--- config.mk ---
export PLATFORM = sky130hd
export DESIGN_NAME = zero_run_reporter
export DESIGN_NICKNAME = d
export VERILOG_FILES = /design/src/rtl/zero_run_reporter.sv
export SDC_FILE = /design/constraint.sdc
export NUM_CORES = 1
export LEC_CHECK = 0
export ABC_CLOCK_PERIOD_IN_PS = 2300
export BUFFER_PORTS_ARGS = -buffer_cell sky130_fd_sc_hd__clkbuf_2
export CORE_ASPECT_RATIO = 1.5
export CORE_MARGIN = 4
export CORE_UTILIZATION = 51
export DETAILED_ROUTE_END_ITERATION = 16
export PLACE_DENSITY = 0.76
export SYNTH_ARGS = -nofsm -noshare
export SYNTH_HDL_FRONTEND = slang
export SYNTH_SLANG_ARGS = --single-unit
--- constraint.sdc ---
create_clock -name clk -period 2.3 [get_ports clk]
set_clock_uncertainty 0.2 [all_clocks]
set_input_delay 0.115 -clock clk [delete_from_list [all_inputs] [get_ports clk]]
set_output_delay 0.115 -clock clk [all_outputs]
set_load 0.005 [all_outputs]
--- src/rtl/zero_run_reporter.sv ---
// Measures contiguous detection runs, hands completed run lengths out through a
// single-entry valid/ready holding register, and tracks run statistics and alarm.
module zero_run_reporter #(
  parameter int LEN_W     = 8,
  parameter int CNT_W     = 16,
  parameter int ALARM_LEN = 16
) (
  input  logic             clk,
  input  logic             reset,
  input  logic             detection,
  input  logic             clr,
  input  logic             rpt_ready,
  output logic             rpt_valid,
  output logic [LEN_W-1:0] rpt_len,
  output logic             rpt_sat,
  output logic [CNT_W-1:0] event_count,
  output logic [LEN_W-1:0] max_len,
  output logic             alarm,
  output logic             overflow
);

  typedef enum logic {IDLE, RUN} state_t;

  localparam logic [LEN_W-1:0] LEN_MAX   = '1;
  localparam logic [CNT_W-1:0] CNT_MAX   = '1;
  localparam logic [LEN_W-1:0] ALARM_VAL = LEN_W'(ALARM_LEN);

  state_t           state, state_next;
  logic [LEN_W-1:0] run_cnt, run_cnt_next, run_cnt_inc;
  logic             sat_flag, sat_flag_next;
  logic             rpt_valid_next, rpt_sat_next, alarm_next, overflow_next;
  logic [LEN_W-1:0] rpt_len_next, max_len_next;
  logic [CNT_W-1:0] event_count_next;
  logic             slot_free, run_end;

  assign slot_free   = !rpt_valid || rpt_ready;
  assign run_end     = (state == RUN) && !detection;
  assign run_cnt_inc = (run_cnt == LEN_MAX) ? run_cnt : run_cnt + 1'b1;

  always_ff @(posedge clk or posedge reset) begin
    if (reset) begin
      state       <= IDLE;
      run_cnt     <= '0;
      sat_flag    <= 1'b0;
      rpt_valid   <= 1'b0;
      rpt_len     <= '0;
      rpt_sat     <= 1'b0;
      event_count <= '0;
      max_len     <= '0;
      alarm       <= 1'b0;
      overflow    <= 1'b0;
    end else begin
      state       <= state_next;
      run_cnt     <= run_cnt_next;
      sat_flag    <= sat_flag_next;
      rpt_valid   <= rpt_valid_next;
      rpt_len     <= rpt_len_next;
      rpt_sat     <= rpt_sat_next;
      event_count <= event_count_next;
      max_len     <= max_len_next;
      alarm       <= alarm_next;
      overflow    <= overflow_next;
    end
  end

  always_comb begin
    state_next = state;
    case (state)
      IDLE: if (detection)  state_next = RUN;
      RUN:  if (!detection) state_next = IDLE;
      default:              state_next = IDLE;
    endcase
  end

  always_comb begin
    run_cnt_next     = run_cnt;
    sat_flag_next    = sat_flag;
    rpt_valid_next   = rpt_valid;
    rpt_len_next     = rpt_len;
    rpt_sat_next     = rpt_sat;
    event_count_next = event_count;
    max_len_next     = max_len;
    alarm_next       = alarm;
    overflow_next    = overflow;

    case (state)
      IDLE: begin
        if (detection) begin
          run_cnt_next  = LEN_W'(1);
          sat_flag_next = 1'b0;
          alarm_next    = (ALARM_LEN == 1);
          if (event_count != CNT_MAX) event_count_next = event_count + 1'b1;
        end
      end
      RUN: begin
        if (detection) begin
          run_cnt_next = run_cnt_inc;
          if (run_cnt == LEN_MAX) sat_flag_next = 1'b1;
          if (run_cnt_inc == ALARM_VAL) alarm_next = 1'b1;
        end else begin
          alarm_next   = 1'b0;
          run_cnt_next = '0;
          if (run_cnt > max_len) max_len_next = run_cnt;
          // A full, unaccepted holding register keeps its record; the new one is lost.
          if (slot_free) begin
            rpt_valid_next = 1'b1;
            rpt_len_next   = run_cnt;
            rpt_sat_next   = sat_flag;
          end else begin
            overflow_next = 1'b1;
          end
        end
      end
      default: ;
    endcase

    if (!run_end && rpt_valid && rpt_ready) rpt_valid_next = 1'b0;

    if (clr) begin
      event_count_next = '0;
      max_len_next     = '0;
      overflow_next    = 1'b0;
    end
  end

endmodule

# After elaboration in Yosys (flattened, before gate mapping)
# Index checks and enable logic that the tools add are counted.
# Widths: inputs -> output; s select.
[word_totals]
out_inout_bits = 36
register_bits = 46
[op_classes]
addsub = 2
n_eq_ne = 11
magnitude_cmp = 1
n_reduce_logical = 20
n_bitwise = 2
mux = 28
[op_table]
columns = ["operator", "n"]
rows = [
  ["$mux 16", 4],
  ["$mux 8", 7],
  ["$reduce_and 3->1", 6],
  ["$add 16x1->16 const B", 1],
  ["$ne 16x16->1 const B", 1],
  ["$pmux 8 s2", 1],
  ["$mux 1", 14],
  ["$reduce_bool 2->1", 6],
  ["$add 8x1->8 const B", 1],
  ["$eq 8x5->1 const B", 1],
  ["$eq 8x8->1 const B", 1],
  ["$gt 8x8->1", 1],
  ["$ne 2x2->1 const B", 4],
  ["$ne 2x1->1 const B", 3],
  ["$pmux 1 s2", 2],
  ["$logic_and 1x1->1", 3],
  ["$logic_not 1->1", 3],
  ["$ne 3x2->1 const B", 1],
  ["$not 1->1", 2],
  ["$reduce_and 2->1", 1],
  ["$logic_or 1x1->1", 1],
]

# Logic depth before layout (Yosys ltp)
# Gate-level depths: netlist of run 1.
[logic_depth]
ltp_word = 7
ltp_mapped = 7
ltp_nobuf = 7

# Worst setup path before layout of run 1
# OpenSTA, ideal clock, no wires.
[synth_timing]
kind = "reg-to-reg"
from = "register run_cnt[7]"
to = "register max_len[0]"
synth_period_minus_slack_ns = 2.220
path_buffers = 0
setup_slack_ns = 0.080
path_stages_with_launch = 7
setup_ns = 0.080
arrival_ns = 1.940
required_ns = 2.020
path_cell_list = "dfrtp_1 -> ha_1 -> nand2_1 -> o21a_1 -> and3_4 -> a2111oi_4 -> mux2i_1"
[synth_between]
elab_chain_len = 3
[synth_lines]
columns = ["item", "line_no", "source"]
rows = [
  ["from (decl)", "29", "logic [LEN_W-1:0] run_cnt, run_cnt_next, run_cnt_inc;"],
  ["from (signal assigned)", "54", "run_cnt <= run_cnt_next;"],
  ["$gt 8x8->1", "103", "if (run_cnt > max_len) max_len_next = run_cnt;"],
  ["$reduce_bool 2->1 (no line)", "-", ""],
  ["$reduce_and 3->1 (no line)", "-", ""],
  ["to (signal assigned)", "60", "max_len <= max_len_next;"],
  ["to (decl)", "17", "output logic [LEN_W-1:0] max_len,"],
]
# No other way between the ends.
# A chain may end at the register's enable or synchronous reset.

# Final worst setup path of run 1
[layout_timing]
from = "register max_len[7]"
to = "register max_len[0]"
[layout_between]
elab_chain_len = 3
[layout_lines]
columns = ["item", "line_no"]
rows = [
  ["$gt 8x8->1", "103"],
  ["$reduce_bool 2->1 (no line)", "-"],
  ["$reduce_and 3->1 (no line)", "-"],
]
# No other way between the ends.

==> metrics.txt, run 1 <==
Yosys cell types=43; period utilization=0.949; Async SR Flop Fraction=1.00; CTS Root Cell=clkbuf_8; post-CTS setup buffers=0; Mapped Area=2560 µm²; Post-synth EDFFs=0; Area contributors post-synth=dfrtp_1 (45%), ha_1 (4.9%), mux2i_1 (4.7%); Avg WL per Cell=15.3 µm; Fmax=458 MHz; largest net degree at the start of global routing=34; share of layout cells above drive strength 1=0.235; row count=31; Most used DFF post-synth=dfrtp_1; Clock Latency Late Sink=0.30 ns; largest family of logic cells by synthesized area=simple AND/OR/NAND/NOR gates; Crit-path slowest cell=dfrtp_1; crit start category=register; uppermost layer routed=met4; syn nets=278; CP max stage delay=0.38 ns; CP Max Fanout=8; antenna diode count=0; initial antenna violation count=0; first-pass GRT wire length=9450 µm; register clock-pin slew on the reported worst setup and hold paths=0.09 ns; max_slew headroom=0.596; mux contribution to synthesized area=0.0865; Post-Synth Simple-Gate Area=0.195; peak supply drop=374 µV; # Max-Cap Violations=0; Synth area leader=dfrtp_1; Seq/Total Area, Yosys=0.449; DRC errors left=0; Buf/Inv on CP=2; Longest Clk Path Bufs=2; io pins=41; gr ovfl total=0; Synth Area in Compound Gates=0.140; CTS buffer count=5; # fillers=415; Via density=5.66; Seq cells post-synth=46; Die W=65.9 µm; dpl cell area=2860 µm²; Nets=325; Final HPWL DP=4290 µm; Initial Util=0.528; final hold vios=0; First-pass DRT Iterations=4; Power Dens Cells=503 nW/µm²; synthesized area per cell=9.74 µm²; clk sinks=46; count leader, synth=dfrtp_1; Post-Synth Adder-Cell Area=0.0489; XOR/XNOR share of the synthesized area=0.0342; Final Cell Area=2980 µm²; hold slack final=0.187 ns; leakage power total=1.37 nW; Period minus WS final=2.18 ns; number of DRC markers in iteration 0=85; Antenna Nets Post-Route=0; Area growth syn-to-layout=16.5%; gpl congestion=0.845; Synth Instances=263; Max Slew Vio Count=0; die area=6240 µm²; length of routed met3 wiring=257 µm; status=complete, no violations; chip height=94.8 µm; Tot GR Track Use=0.197; Hold Path Class=in2async; cell family with most CP delay=compound AO/OA/AOI/OAI gates; Yosys top cell area share=0.449; Slew @ Worst Pin=0.606 ns; core area=4850 µm²; Total Wirelength=5750 µm; top cells by count, synth=dfrtp_1 (46), nor2_1 (22), nand2b_1 (17); vias in the first global route=2027; CP arrival=2.20 ns; setup violators final=0; H-tree depth=2; crit path kind=reg2reg; port buffer count=40; routed via count=2134; met2 WL post-DR=3130 µm; Ys Warns=0; CTS tree=built; Worst Setup End Kind=register; TNS Setup=0 ns; CP required=2.31 ns; cell breakdown of the critical path=inv_1 -> ha_1 -> nand2_1 -> o21a_1 -> and3_4 -> a2111oi_4 -> buf_6 -> mux2i_1; routed metal-1 wirelength=2210 µm
sequential cells by signal, summed over array words and instances (netlist names):
signal	cells
event_count	16
rpt_sat	1
rpt_len	8
alarm	1
run_cnt	8
rpt_valid	1
overflow	1
max_len	8
state	1
sat_flag	1
final timing paths:
kind                       startpoint        endpoint  slack [ns]  depth (start not counted)
setup / recovery           max_len[7]      max_len[0]        0.12                          8
hold / removal                  reset  event_count[6]        0.19                          3
setup reg to reg           max_len[7]      max_len[0]        0.12                          8
hold reg to reg            rpt_len[6]      rpt_len[6]        0.31                          1
max in group asynchronous       reset        sat_flag        1.14                          4
min in group clk                  clr  event_count[7]        0.22                          2
per-stage QoR:
| stage | instances | setup slack (ns) | total power, mW | util |
|---|---|---|---|---|
| 6_report | 377 | 0.117 | 1.50 | 0.615 |
| 3_5_place_dp | 366 | 0.102 | 1.02 | 0.589 |
| 3_3_place_gp | 366 | 0.216 | 1.02 | 0.589 |
| 5_1_grt | 377 | -0.0255 | 1.58 | 0.615 |
| 2_1_floorplan | 263 | 0.0804 | 0.969 | - |
| 4_1_cts | 377 | 0.0696 | 1.52 | 0.614 |
routing by layer:
metal / vias up / GRT usage
met3: 12 / 0.0321
met4: 0 / 0.0952
met2: 68 / 0.356
met1: 1025 / 0.221
met5: - / 0
li1: 1029 / -
power by group:
group / switching (mW) / total, mW / internal (mW)
sequential: 0.0205 / 0.848 / 0.828
clock: 0.277 / 0.491 / 0.214
combinational: 0.0892 / 0.161 / 0.0723
cells in the final DEF (no fill, tap or decap), drive strengths merged, types with 3 or more instances in the layout:
| cell | Yosys | layout |
|---|---|---|
| a211oi | 4 | 4 |
| nand4 | 9 | 9 |
| nand2b | 17 | 17 |
| nor2 | 23 | 23 |
| dfrtp | 46 | 46 |
| o21ai | 13 | 13 |
| o31ai | 3 | 3 |
| mux2i | 12 | 12 |
| nand2 | 16 | 16 |
| and3 | 7 | 7 |
| inv | 15 | 15 |
| nand3 | 7 | 7 |
| xnor2 | 5 | 5 |
| a31oi | 3 | 3 |
| or3 | 3 | 3 |
| buf | 3 | 10 |
| dlygate4sd3 | 0 | 3 |
| ha | 10 | 10 |
| a21oi | 14 | 14 |
| clkbuf | 10 | 45 |
| nor3 | 5 | 5 |
| xor2 | 5 | 5 |
| mux2 | 9 | 9 |
final cells by class:
type                    instances  area [µm²]  share of cell area
clock buffers                   5        68.8              0.0231
clock inverters                 3        21.3             0.00713
inverters                      15        56.3              0.0189
multi-input cells             189        1290               0.433
flip-flops and latches         46        1150               0.386
well taps                      66        82.6              0.0277
repair buffers                 53         309               0.104
worst min-delay path, stage by stage:
cell	delay (ns)
dlygate4sd3_1	0.53
clkbuf_2	0.11
inv_2	0.40
what timing repair did:
action / 4_1_cts / 5_1_grt
endpoints found under the setup margin: 0 / 8
endpoints found under the hold margin: 26 / 0
hold buffers: 3 / 0
gates resized for setup: 0 / 2
logic make-up after synthesis:
| logic type | count (synthesis) |
|---|---|
| compound gates | 53 |
| xor+xnor | 10 |
| fa+ha+maj | 10 |
| buf+inv | 28 |
| flops | 46 |
| mux | 21 |
| simple gates | 95 |
No activity file was read; power rests on OpenSTA's default activity.
==> inputs of run 2 (changes only) <==
--- a/config.mk
+++ b/config.mk
@@ -7,11 +7,13 @@
 export LEC_CHECK = 0
 export ABC_CLOCK_PERIOD_IN_PS = 2300
 export BUFFER_PORTS_ARGS = -buffer_cell sky130_fd_sc_hd__clkbuf_2
+export CELL_PAD_IN_SITES_DETAIL_PLACEMENT = 0
+export CELL_PAD_IN_SITES_GLOBAL_PLACEMENT = 1
 export CORE_ASPECT_RATIO = 1.5
 export CORE_MARGIN = 4
-export CORE_UTILIZATION = 51
+export CORE_UTILIZATION = 39
 export DETAILED_ROUTE_END_ITERATION = 16
-export PLACE_DENSITY = 0.76
+export PLACE_DENSITY_LB_ADDON = 0.1
 export SYNTH_ARGS = -nofsm -noshare
 export SYNTH_HDL_FRONTEND = slang
 export SYNTH_SLANG_ARGS = --single-unit
==> run 2 against run 1 <==
Compared with the run above: die area increased by 27%; global-route usage shrank 2.6 points; hold slack better by 0.023 ns; fmax increased by 0.11%; critical path type unchanged; combinational power increased by 5%; sequential cell count unchanged; total power up 8.9%; non-clock buffer count rose by 3; critical path depth unchanged.
==> metrics.txt, run 2 (synthesized netlist as in run 1, its figures left out) <==
status=complete, no violations (unchanged); largest reg by FF count=event_count (unchanged); post-CTS sizing=0 (unchanged); # placed instances=377 (was 366); clk sinks=46 (unchanged); Power Dens Cells=539 nW/µm² (was 503 nW/µm²); CTS tree=built (unchanged); CTS buffer count=5 (unchanged); CP required=2.32 ns (was 2.31 ns); CTS Root Cell=clkbuf_8 (unchanged); Total Wirelength=6130 µm (was 5750 µm); io pins=41 (unchanged); most common cell after layout, fill and taps aside=dfrtp_1 (unchanged); Die W=74.2 µm (was 65.9 µm); Avg WL per Cell=15.8 µm (was 15.3 µm); die area=7950 µm² (was 6240 µm²); crit start category=register (unchanged); CP arrival=2.20 ns (about the same); CP Max Fanout=5 (was 8); dpl cell area=2890 µm² (was 2860 µm²); final hold vios=0 (unchanged); CP max stage delay=0.38 ns (about the same); leakage power total=1.40 nW (was 1.37 nW); row count=35 (was 31); RSZ-0062 raised after global routing=no; Area growth syn-to-layout=18.4% (was 16.5%); hold slack final=0.210 ns (was 0.187 ns); Max Slew Vio Count=0 (unchanged); period utilization=0.948 (was 0.949); gpl congestion=0.754 (was 0.845); largest net degree at the start of global routing=47 (was 34); Layout Utilization=0.484 (was 0.615); share of layout cells above drive strength 1=0.236 (was 0.235); Tot GR Track Use=0.172 (was 0.197); Clock Latency Late Sink=0.30 ns (about the same); Post-Place Setup Slack=0.135 ns (was 0.102 ns); worst setup margin=0.119 ns (was 0.117 ns); DRC errors left=0 (unchanged); Nets=328 (was 325); Worst Setup End Kind=register (unchanged); port buffer count=40 (unchanged); overall power=1.63 mW (was 1.50 mW); TNS Setup=0 ns (unchanged); vias in the first global route=2123 (was 2027); cell breakdown of the critical path=inv_1 -> ha_1 -> nand2_1 -> o21a_1 -> and3_4 -> a2111oi_4 -> buf_4 -> mux2i_1 (was inv_1 -> ha_1 -> nand2_1 -> o21a_1 -> and3_4 -> a2111oi_4 -> buf_6 -> mux2i_1); crit path kind=reg2reg (unchanged); first-pass GRT wire length=10600 µm (was 9450 µm); initial antenna violation count=0 (unchanged); max reg flops=16 (unchanged); final cell count without fillers=387 (was 377); Via density=5.43 (was 5.66); number of DRC markers in iteration 0=90 (was 85); Fmax=459 MHz (was 458 MHz); Buf/Inv on CP=2 (unchanged); most frequent cells in the layout=dfrtp_1 (46), clkbuf_2 (40), nor2_1 (22) (was dfrtp_1 (45), clkbuf_2 (40), nor2_1 (22)); Longest Clk Path Bufs=2 (unchanged); Final Cell Area=3030 µm² (was 2980 µm²); cell family with most CP delay=compound AO/OA/AOI/OAI gates (unchanged); register clock-pin slew on the reported worst setup and hold paths=0.08 ns (was 0.09 ns); First-pass DRT Iterations=4 (unchanged); Crit-path slowest cell=dfrtp_1 (unchanged); Slew @ Worst Pin=0.599 ns (was 0.606 ns); Hold Path Class=in2reg (was in2async); setup violators final=0 (unchanged); Initial Util=0.409 (was 0.528); chip height=107 µm (was 94.8 µm); # Max-Cap Violations=0 (unchanged); routed via count=2102 (was 2134); Antenna Nets Post-Route=0 (unchanged); Period minus WS final=2.18 ns (about the same); max_slew headroom=0.600 (was 0.596); Final HPWL DP=4480 µm (was 4290 µm); H-tree depth=2 (unchanged); peak supply drop=258 µV (was 374 µV); core area=6260 µm² (was 4850 µm²); antenna diode count=0 (unchanged); gr ovfl total=0 (unchanged)
## run 2: cell count changes in the layout (fill, tap and decap cells not counted)
cell | before | now
buf_4 | 9 | 13
buf_6 | 1 | 0
bufinv_16 | 0 | 1
clkbuf_8 | 5 | 6
clkinv_2 | 1 | 0
clkinv_4 | 1 | 0
clkinvlp_4 | 1 | 0
dfrtp_1 | 45 | 46
dfrtp_2 | 1 | 0
## run 2: area by class of cell
cell class                 count  area (µm²)
sequential                    46        1150
inverter                      15        56.3
clock inverter                 1        30.0
timing repair buffer          56         328
multi-input combinational    189        1290
fill                         632        3230
clock buffer                   6        82.6
tap                           74        92.6
## run 2: metal layers
layer	part of all wire	global-route usage	wire length, µm
met5	0	0	0
met1	0.41	0.210	2490
met2	0.54	0.301	3310
met3	0.033	0.0224	205
met4	0.021	0.0622	129
## run 2: repair_timing
item	in CTS	in global routing
endpoints found under the setup margin	0	0
buffers inserted	0	0
endpoints found under the hold margin	49	0
hold buffers	3	0
## run 2: worst paths after layout
| kind | slack (ns) | end | from | cells after the start |
|---|---|---|---|---|
| worst max-delay path | 0.12 | max_len[3] | max_len[7] | 8 |
| worst min-delay path | 0.21 | event_count[10] | clr | 2 |
| worst max register to register | 0.12 | max_len[3] | max_len[7] | 8 |
| worst min register to register | 0.31 | rpt_len[6] | rpt_len[6] | 1 |
| max in group asynchronous | 1.20 | rpt_valid | reset | 4 |
| min in group asynchronous | 0.29 | max_len[2] | reset | 4 |
## run 2: power breakdown
group	switching, mW	total [mW]	internal [mW]
combinational	0.0938	0.169	0.0751
sequential	0.0173	0.845	0.827
clock	0.273	0.621	0.348
total	0.384	1.63	1.25
==> inputs of run 3 (changes only) <==
--- a/config.mk
+++ b/config.mk
@@ -10,7 +10,6 @@
 export CELL_PAD_IN_SITES_DETAIL_PLACEMENT = 0
 export CELL_PAD_IN_SITES_GLOBAL_PLACEMENT = 1
 export CORE_ASPECT_RATIO = 1.5
-export CORE_MARGIN = 4
 export CORE_UTILIZATION = 39
 export DETAILED_ROUTE_END_ITERATION = 16
 export PLACE_DENSITY_LB_ADDON = 0.1
==> run 3 against run 2 <==
Compared with the run above: total power shrank 9.4%; fmax grew 2.2%; count of clock-buffer cells in the layout grew 1; cell count grew 0.78%; die area shrank 13%; combinational power is essentially flat; sequential cell count is the same; non-clock buffer count grew 3; via count shrank 0.67%; first-iteration DRC count shrank 21%; clock power shrank 24%; critical endpoint is now max_len[4]; largest cell class unchanged.
==> metrics.txt, run 3 (synthesized netlist as in run 1, its figures left out) <==
register clock-pin slew on the reported worst setup and hold paths=0.08 ns (about the same); Fmax=468 MHz (was 459 MHz); final hold vios=0 (unchanged); Layout Utilization=0.482 (was 0.484); Max Slew Vio Count=0 (unchanged); Clock Latency Late Sink=0.30 ns (about the same); status=complete, no violations (unchanged); first-pass GRT wire length=9970 µm (was 10600 µm); share of layout cells above drive strength 1=0.237 (was 0.236); overall power=1.48 mW (was 1.63 mW); Total Wirelength=5920 µm (was 6130 µm); register area=1150 µm² (unchanged); die area=6900 µm² (was 7950 µm²); CTS Root Cell=clkbuf_8 (unchanged); chip height=101 µm (was 107 µm); CTS buffer count=5 (unchanged); Final HPWL DP=4460 µm (was 4480 µm); # fillers=629 (was 632); antenna diode count=0 (unchanged); number of DRC markers in iteration 0=71 (was 90); Slew @ Worst Pin=0.605 ns (was 0.599 ns); largest net degree at the start of global routing=34 (was 47); Clock power frac=0.318 (was 0.380); most common cell after layout, fill and taps aside=dfrtp_1 (unchanged); RSZ-0062 raised after global routing=no (unchanged); Hold Path Class=in2async (was in2reg); Initial Util=0.409 (unchanged); Die W=68.2 µm (was 74.2 µm); most frequent cells in the layout=dfrtp_1 (46), clkbuf_2 (40), nor2_1 (22) (unchanged); port buffer count=40 (unchanged); CTS tree=built (unchanged); max_slew headroom=0.597 (was 0.600); Longest Clk Path Bufs=2 (unchanged); row count=35 (unchanged); Worst Setup End Kind=register (unchanged); Reg power frac=0.570 (was 0.517); sw frac=0.248 (was 0.235); clk sinks=46 (unchanged); Tot GR Track Use=0.193 (was 0.172); initial antenna violation count=0 (unchanged); crit path kind=reg2reg (unchanged); combinational share of power=0.113 (was 0.103); # Max-Cap Violations=0 (unchanged); core area=6260 µm² (unchanged); TNS Setup=0 ns (unchanged); Nets=331 (was 328); Antenna Nets Post-Route=0 (unchanged); First-pass DRT Iterations=4 (unchanged); Avg WL per Cell=15.2 µm (was 15.8 µm); peak supply drop=268 µV (was 258 µV); Area growth syn-to-layout=17.9% (was 18.4%); vias in the first global route=2098 (was 2123); CP arrival=2.16 ns (was 2.20 ns); Power Dens Cells=490 nW/µm² (was 539 nW/µm²); Multi-input gate area=1290 µm² (unchanged); CP required=2.32 ns (about the same); Int Power=1.11 mW (was 1.25 mW); gpl congestion=0.786 (was 0.754); max reg flops=16 (unchanged); routed via count=2088 (was 2102); period utilization=0.928 (was 0.948); Via density=5.35 (was 5.43); crit start category=register (unchanged); io pins=41 (unchanged); NetSw=367 µW (was 384 µW); H-tree depth=2 (unchanged); largest reg by FF count=event_count (unchanged); DRC errors left=0 (unchanged); leakage power total=1.40 nW (about the same); Period minus WS final=2.13 ns (was 2.18 ns); Reg2Reg Setup Slack=0.17 ns (was 0.12 ns); gr ovfl total=0 (unchanged); CP Max Fanout=5 (unchanged); setup violators final=0 (unchanged)
==> run 3: routing by layer <==
metal / share of wire / GRT usage / routed length (µm)
met2: 0.55 / 0.354 / 3270
met1: 0.41 / 0.220 / 2440
met5: 0 / 0 / 0
met4: 0.013 / 0.0577 / 76
met3: 0.021 / 0.0338 / 125
==> run 3: final timing paths <==
kind / startpoint / end / cells past startpoint
worst max-delay path: max_len[7] / max_len[4] / 8
worst min-delay path: reset / event_count[3] / 3
worst max register to register: max_len[7] / max_len[4] / 8
worst min register to register: overflow / overflow / 2
max in group asynchronous: reset / rpt_len[2] / 4
min in group clk: clr / event_count[8] / 2
==> run 3: area by class of cell <==
| class | count | area share |
|---|---|---|
| Timing Repair Buffer | 59 | 0.116 |
| Sequential cell | 46 | 0.381 |
| Tap cell | 74 | 0.0307 |
| Multi-Input combinational cell | 189 | 0.428 |
| Inverter | 15 | 0.0186 |
| Clock buffer | 7 | 0.0253 |
==> run 3: through the flow <==
stage                     hold WS (ns)  std cells  setup slack [ns]  cell area, µm²
after floorplan                -0.0536        263            0.0804            2560
after global placement          -0.186        378             0.199            2900
after detailed placement        -0.184        378             0.149            2900
after CTS                       0.0426        388             0.140            3000
after global routing            0.0569        390           0.00418            3020
final                           0.0461        390             0.165            3020
==> run 3: worst max-delay path: stages (launching register included) <==
cell       delay, ns
dfrtp_1         0.37
inv_1           0.05
ha_1            0.31
nand2_1         0.06
o21a_1          0.23
and3_4          0.17
a2111oi_4       0.28
buf_4           0.21
mux2i_1         0.18
==> run 3: power groups by stage <==
stage / combinational [mW] / clock (mW) / sequential, mW
6_report: 0.167 / 0.470 / 0.843
5_1_grt: 0.189 / 0.527 / 0.847
4_1_cts: 0.172 / 0.488 / 0.844
3_5_place_dp: 0.167 / 0 / 0.860
3_3_place_gp: 0.168 / 0 / 0.860
2_1_floorplan: 0.110 / 0 / 0.859
==> run 3: what timing repair did <==
item,in CTS,in global routing
endpoints found under the setup margin,0,1
resized for setup,0,0
hold buffers,3,0
setup buffers,0,2
endpoints found under the hold margin,51,0
